### config.mk
export PLATFORM = sky130hd
export DESIGN_NAME = sensor_init_seq_flat
export DESIGN_NICKNAME = d
export VERILOG_FILES = /design/src/rtl/sensor_init_seq_if.sv /design/src/rtl/sensor_init_seq.sv /design/src/flat_wrapper.sv
export SDC_FILE = /design/constraint.sdc
export NUM_CORES = 1
export LEC_CHECK = 0
export ABC_CLOCK_PERIOD_IN_PS = 3050
export CORE_ASPECT_RATIO = 1.75
export CORE_UTILIZATION = 35
export DETAILED_ROUTE_END_ITERATION = 8
export MAX_ROUTING_LAYER = met4
export PLACE_DENSITY = 0.67
export SYNTH_ARGS = -nofsm -noshare
export SYNTH_HDL_FRONTEND = slang
export SYNTH_SLANG_ARGS = --single-unit
export TNS_END_PERCENT = 100
### constraint.sdc
create_clock -name clk -period 3.05 [get_ports clk]
set_clock_uncertainty 0.15 [all_clocks]
set_input_delay 0.61 -clock clk [delete_from_list [all_inputs] [get_ports clk]]
set_output_delay 0.61 -clock clk [all_outputs]
set_load 0.005 [all_outputs]
### src/rtl/sensor_init_seq_if.sv
// Register-write handshake between the init sequencer and the bus write stage.
// The sequencer drives address/data/start; the write stage answers with done/failure.
interface sensor_init_seq_if;
    logic [6:0] dev_address;
    logic [7:0] reg_address;
    logic [7:0] data;
    logic       start;
    logic       done;
    logic       failure;

    modport master (
        output dev_address, reg_address, data, start,
        input  done, failure
    );

    modport slave (
        input  dev_address, reg_address, data, start,
        output done, failure
    );
endinterface

### src/rtl/sensor_init_seq.sv
// Sensor init sequencer: walks a {reg,data} table, issuing one register write per
// entry, with per-entry retries, a write watchdog and in-table delay markers.
//
// state | meaning
// IDLE  | waiting for init_start
// LOAD  | latch table entry, decode end/delay/write
// ISSUE | wr start pulse
// WAIT  | waiting for done/failure, watchdog running
// GAP   | idle spacing before a retry
// DELAY | in-table delay countdown
// NEXT  | advance to the next entry
// DONE  | table finished
// ERROR | entry failed after all retries; entry_index holds it
module sensor_init_seq #(
    parameter logic [6:0]    DEV_ADDR    = 7'h21,
    parameter int            DELAY_UNIT  = 65536,
    parameter int            MAX_RETRIES = 3,
    parameter int            WD_CYCLES   = 1048576,
    parameter int            RETRY_GAP   = 256,
    parameter logic [4095:0] TABLE       = {{254{16'hFFFF}}, 16'h1101, 16'h1280}
) (
    input  logic              clk,
    input  logic              reset_n,
    input  logic              init_start,
    sensor_init_seq_if.master wr,
    output logic              init_busy,
    output logic              init_done,
    output logic              init_error,
    output logic [7:0]        entry_index
);

    typedef enum logic [3:0] {
        IDLE, LOAD, ISSUE, WAIT, GAP, DELAY, NEXT, DONE, ERROR
    } state_t;

    localparam logic [23:0] DU       = 24'(DELAY_UNIT);
    localparam logic [23:0] WD_LAST  = 24'(WD_CYCLES - 1);
    localparam logic [23:0] GAP_LAST = 24'(RETRY_GAP - 1);
    localparam logic [7:0]  MAX_R    = 8'(MAX_RETRIES);

    state_t      state;
    logic [23:0] timer;
    logic [7:0]  retries;
    logic [15:0] rom;
    logic        write_failed;

    assign rom            = TABLE[{entry_index, 4'b0000} +: 16];
    assign wr.dev_address = DEV_ADDR;
    // failure flag wins over a simultaneous done; the watchdog expires at timer 0
    assign write_failed   = wr.failure || (!wr.done && timer == 24'd0);

    always_ff @(posedge clk or negedge reset_n) begin
        if (!reset_n) begin
            state          <= IDLE;
            timer          <= 24'd0;
            retries        <= 8'd0;
            entry_index    <= 8'd0;
            wr.reg_address <= 8'h00;
            wr.data        <= 8'h00;
            wr.start       <= 1'b0;
            init_busy      <= 1'b0;
            init_done      <= 1'b0;
            init_error     <= 1'b0;
        end else begin
            wr.start <= 1'b0;
            case (state)
                IDLE, DONE, ERROR: begin
                    if (init_start) begin
                        state       <= LOAD;
                        entry_index <= 8'd0;
                        retries     <= 8'd0;
                        init_busy   <= 1'b1;
                        init_done   <= 1'b0;
                        init_error  <= 1'b0;
                    end
                end
                LOAD: begin
                    wr.reg_address <= rom[15:8];
                    wr.data        <= rom[7:0];
                    if (rom == 16'hFFFF) begin
                        state     <= DONE;
                        init_busy <= 1'b0;
                        init_done <= 1'b1;
                    end else if (rom[15:8] == 8'hFF) begin
                        if (rom[7:0] == 8'h00) begin
                            state <= NEXT;
                        end else begin
                            state <= DELAY;
                            timer <= {16'd0, rom[7:0]} * DU - 24'd1;
                        end
                    end else begin
                        state    <= ISSUE;
                        wr.start <= 1'b1;
                    end
                end
                ISSUE: begin
                    state <= WAIT;
                    timer <= WD_LAST;
                end
                WAIT: begin
                    if (write_failed) begin
                        if (retries < MAX_R) begin
                            retries <= retries + 8'd1;
                            timer   <= GAP_LAST;
                            state   <= GAP;
                        end else begin
                            state      <= ERROR;
                            init_busy  <= 1'b0;
                            init_error <= 1'b1;
                        end
                    end else if (wr.done) begin
                        state <= NEXT;
                    end else begin
                        timer <= timer - 24'd1;
                    end
                end
                GAP: begin
                    if (timer == 24'd0) begin
                        state    <= ISSUE;
                        wr.start <= 1'b1;
                    end else begin
                        timer <= timer - 24'd1;
                    end
                end
                DELAY: begin
                    if (timer == 24'd0) state <= NEXT;
                    else                timer <= timer - 24'd1;
                end
                NEXT: begin
                    retries <= 8'd0;
                    if (entry_index == 8'hFF) begin
                        state     <= DONE;
                        init_busy <= 1'b0;
                        init_done <= 1'b1;
                    end else begin
                        entry_index <= entry_index + 8'd1;
                        state       <= LOAD;
                    end
                end
                default: state <= IDLE;
            endcase
        end
    end

endmodule
### src/flat_wrapper.sv
// flat-port wrapper written by rule: the top's interface ports become plain ports
module sensor_init_seq_flat 
#(
    parameter logic [6:0]    DEV_ADDR    = 7'h21,
    parameter int            DELAY_UNIT  = 65536,
    parameter int            MAX_RETRIES = 3,
    parameter int            WD_CYCLES   = 1048576,
    parameter int            RETRY_GAP   = 256,
    parameter logic [4095:0] TABLE       = {{254{16'hFFFF}}, 16'h1101, 16'h1280}
)
  (clk, reset_n, init_start, init_busy, init_done, init_error, entry_index, wr_dev_address, wr_reg_address, wr_data, wr_start, wr_done, wr_failure);
  sensor_init_seq_if wr_i ();
  input  logic clk;
  input  logic reset_n;
  input  logic init_start;
  output logic init_busy;
  output logic init_done;
  output logic init_error;
  output logic [7:0] entry_index;
  output wire logic [$bits(wr_i.dev_address)-1:0] wr_dev_address;
  output wire logic [$bits(wr_i.reg_address)-1:0] wr_reg_address;
  output wire logic [$bits(wr_i.data)-1:0] wr_data;
  output wire logic [$bits(wr_i.start)-1:0] wr_start;
  input wire logic [$bits(wr_i.done)-1:0] wr_done;
  input wire logic [$bits(wr_i.failure)-1:0] wr_failure;
  assign wr_dev_address = wr_i.dev_address;
  assign wr_reg_address = wr_i.reg_address;
  assign wr_data = wr_i.data;
  assign wr_start = wr_i.start;
  assign wr_i.done = wr_done;
  assign wr_i.failure = wr_failure;
  sensor_init_seq #(.DEV_ADDR(DEV_ADDR), .DELAY_UNIT(DELAY_UNIT), .MAX_RETRIES(MAX_RETRIES), .WD_CYCLES(WD_CYCLES), .RETRY_GAP(RETRY_GAP), .TABLE(TABLE)) u_core (.clk(clk), .reset_n(reset_n), .init_start(init_start), .wr(wr_i), .init_busy(init_busy), .init_done(init_done), .init_error(init_error), .entry_index(entry_index));
endmodule
==> results.tsv <==
metric	value	unit
Worst Hold Slack	0.0621	ns
detailed-placement wirelength estimate	7.26	mm
total of max-cap violations	0	
max-slew violation count	0	
startpoint types	flip-flop	
fin crit share	97.1	%
chip height	135	µm
initial antenna violation count	0	
TritonRoute pass-1 iters	5	
Die X	78.2	µm
ANT cells	0	
clock tree buffer depth	2	
I/O Pins	40	
layout cells sized above 1	15.9	%
Final setup viols	0	
CTS Root Cell	clkbuf_16	
asr flop ratio synth	100	%
most common cell after layout, fill and taps aside	dfrtp_1	
core area	9850	µm²
crit path max-delay cell type	or4_4	
dpl ws	0.0553	ns
Worst-Skew Late Latency	0.30	ns
Synth warnings	0	
r2r worst-path depth	9	
CP Class	reg2reg	
Yosys cell types	67	
CP Capture Type	flip-flop	
via count	3410	
most used cells in the layout excluding fill and tap cells	52 x dfrtp_1, 43 x nor2_1, 36 x buf_4	
Post-Route WL	9.67	mm
CP peak stage delay	0.52	ns
vias in the first global route	3370	
Yosys reg bits	52	
f_max	338	MHz
measured slew at the worst slew-check pin	0.572	ns
cell count after synthesis	421	
DR iter-0 viols	255	
drt wl/cell	16.4	µm
NumNets Final	479	
site row count	48	
clock slew at reported path FFs	0.08	ns
critical path data required time	3.09	ns
port bufs	32	
H-tree levels	2	
wire length of the first global-routing pass	16.0	mm
CTS tree	done	
number of synthesized flops with an enable pin	0	
Critical R2R Launch	u_core.timer[0]$_DFFE_PN0P_	
die area	10600	µm²
Final Power	4.29	mW
Max VDD drop	0.383	mV
Starting Density	36.1	%
sequential share of the synthesized area	36.6	%
hold buffer count at cts	0	
Final Worst Setup Slack	0.0879	ns
largest net degree at the start of global routing	26	
Fin. Hold Viols	0	
Pleak	1.83	nW
arrival time at the worst endpoint	3.00	ns
GR Overflow Total	0	
largest area contributor in the netlist	dfrtp_1	
antenna-violating nets left	0	
Worst Setup SP	u_core.timer[0]$_DFFE_PN0P_	
type of the tightest min-delay check	in2async	
Worst Path Max Fanout	7	
cell chain of the critical path	inv_1 > ha_1 > or3b_2 > or4_4 > o21a_2 > o221ai_4 > buf_6 > a21oi_1 > o22a_1	
DRC	0	
Avg Vias per Cell	5.78	
Area Growth Syn to Fin	22.6	%
share of the synthesized area in the top cell type	36.6	%
top post-synthesis cells by area	dfrtp_1 37%, nor2_1 4.7%, buf_4 4.2%	
Syn Area/Cell	8.45	µm²
outcome	complete, no violations	
synthesized cell area	3560	µm²
Total Routing Usage GR	19.4	%
CTS Sinks	52	
Worst slew margin	61.8	%
most used flip-flop cell after synthesis	dfrtp_1	
Power Dens Cells	984	nW/µm²
Tmin final	2.96	ns
GPL Wtd Cong	0.891	
TritonCTS buffer count	5	
[cell usage after synthesis, types with 3 or more instances]
| library cell | n |
|---|---|
| o21ai_0 | 21 |
| buf_4 | 20 |
| a211o_1 | 5 |
| o221ai_1 | 4 |
| or4_1 | 7 |
| a31oi_1 | 11 |
| nand4_1 | 6 |
| dfrtp_1 | 52 |
| nand2b_1 | 6 |
| nand3b_1 | 4 |
| nand3_1 | 5 |
| ha_1 | 10 |
| a21oi_1 | 27 |
| or3_1 | 5 |
| o22ai_1 | 8 |
| nand2_1 | 34 |
| nor2_1 | 45 |
| nor2b_1 | 4 |
| clkbuf_1 | 14 |
| a41oi_1 | 5 |
| a21o_1 | 7 |
| nor3_1 | 11 |
| nor4_1 | 12 |
| and3_1 | 5 |
| nor3b_1 | 4 |
| o31ai_1 | 5 |
| o22a_1 | 3 |
| o211ai_1 | 6 |
| buf_2 | 7 |
| inv_1 | 23 |
[cell families after synthesis]
kind of cell	share of synthesized area, %
buf+inv	9.42
compound gates	24.8
mux	1.34
other cells	0.211
flops	36.6
xor+xnor	0.492
simple gates	23.7
fa+ha+maj	3.52
[report_power, final]
| group | switching (mW) | internal [mW] | leakage [nW] |
|---|---|---|---|
| Combinational | 1.30 | 1.20 | 1.13 |
| Sequential | 0.276 | 0.919 | 0.630 |
| Clock | 0.283 | 0.312 | 0.0719 |
| Total | 1.86 | 2.43 | 1.83 |
[stage by stage]
step	cell area, µm²	std cells	TNS [ns]	util [%]
after CTS	4250	587	0	43.1
after global routing	4360	590	-0.0329	44.3
final	4360	590	0	44.3
after global placement	4090	579	0	41.6
after detailed placement	4090	579	0	41.6
after floorplan	3580	426	0	-
[critical path: cells and delay by family, from the launching register on]
kind                     cells  cell delay, ns
flip-flops                   1            0.43
AND/OR/NAND/NOR              2            1.01
adder cells (fa/ha/maj)      1            0.14
AO/OA/AOI/OAI                4            0.84
buffers and inverters        2            0.29
[final timing paths]
check	end	slack [ns]
max	u_core.timer[4]$_DFFE_PN0P_	0.09
min	u_core.init_done$_DFFE_PN0P_	0.06
max reg2reg	u_core.timer[4]$_DFFE_PN0P_	0.09
min reg2reg	u_core.wr.reg_address[4]$_DFFE_PN0P_	0.33
max in group asynchronous	u_core.timer[0]$_DFFE_PN0P_	2.02
min in group clk	u_core.wr.reg_address[4]$_DFFE_PN0P_	0.33
[metal layers]
| metal | wire length [µm] | vias up | GRT usage (%) |
|---|---|---|---|
| li1 | - | 1615 | - |
| met1 | 3600 | 1643 | 20.1 |
| met2 | 5340 | 117 | 37.0 |
| met3 | 361 | 35 | 1.95 |
| met4 | 366 | 0 | 7.20 |
| met5 | 0 | - | - |
[flip-flops by register name, indices dropped and copies added (netlist names)]
register               count
u_core.timer              24
u_core.retries             8
u_core.init_error          1
u_core.wr.reg_address      2
u_core.init_done           1
u_core.wr.start            1
u_core.entry_index         8
u_core.init_busy           1
u_core.wr.data             2
u_core.state               4
[cell type report]
| class | count | area, µm² |
|---|---|---|
| fill | 990 | 5490 |
| multi-input combinational | 310 | 2020 |
| sequential | 52 | 1300 |
| timing repair buffer | 72 | 648 |
| tap | 125 | 156 |
| clock buffer | 5 | 125 |
| inverter | 23 | 86.3 |
| clock inverter | 3 | 27.5 |
[repair_timing]
item | in CTS | in global routing
setup buffers | 0 | 1
endpoints found under the hold margin | 0 | 0
setup endpoints to repair | 0 | 28
gates resized for setup | 0 | 17
Power figures use the tool's default switching activity.
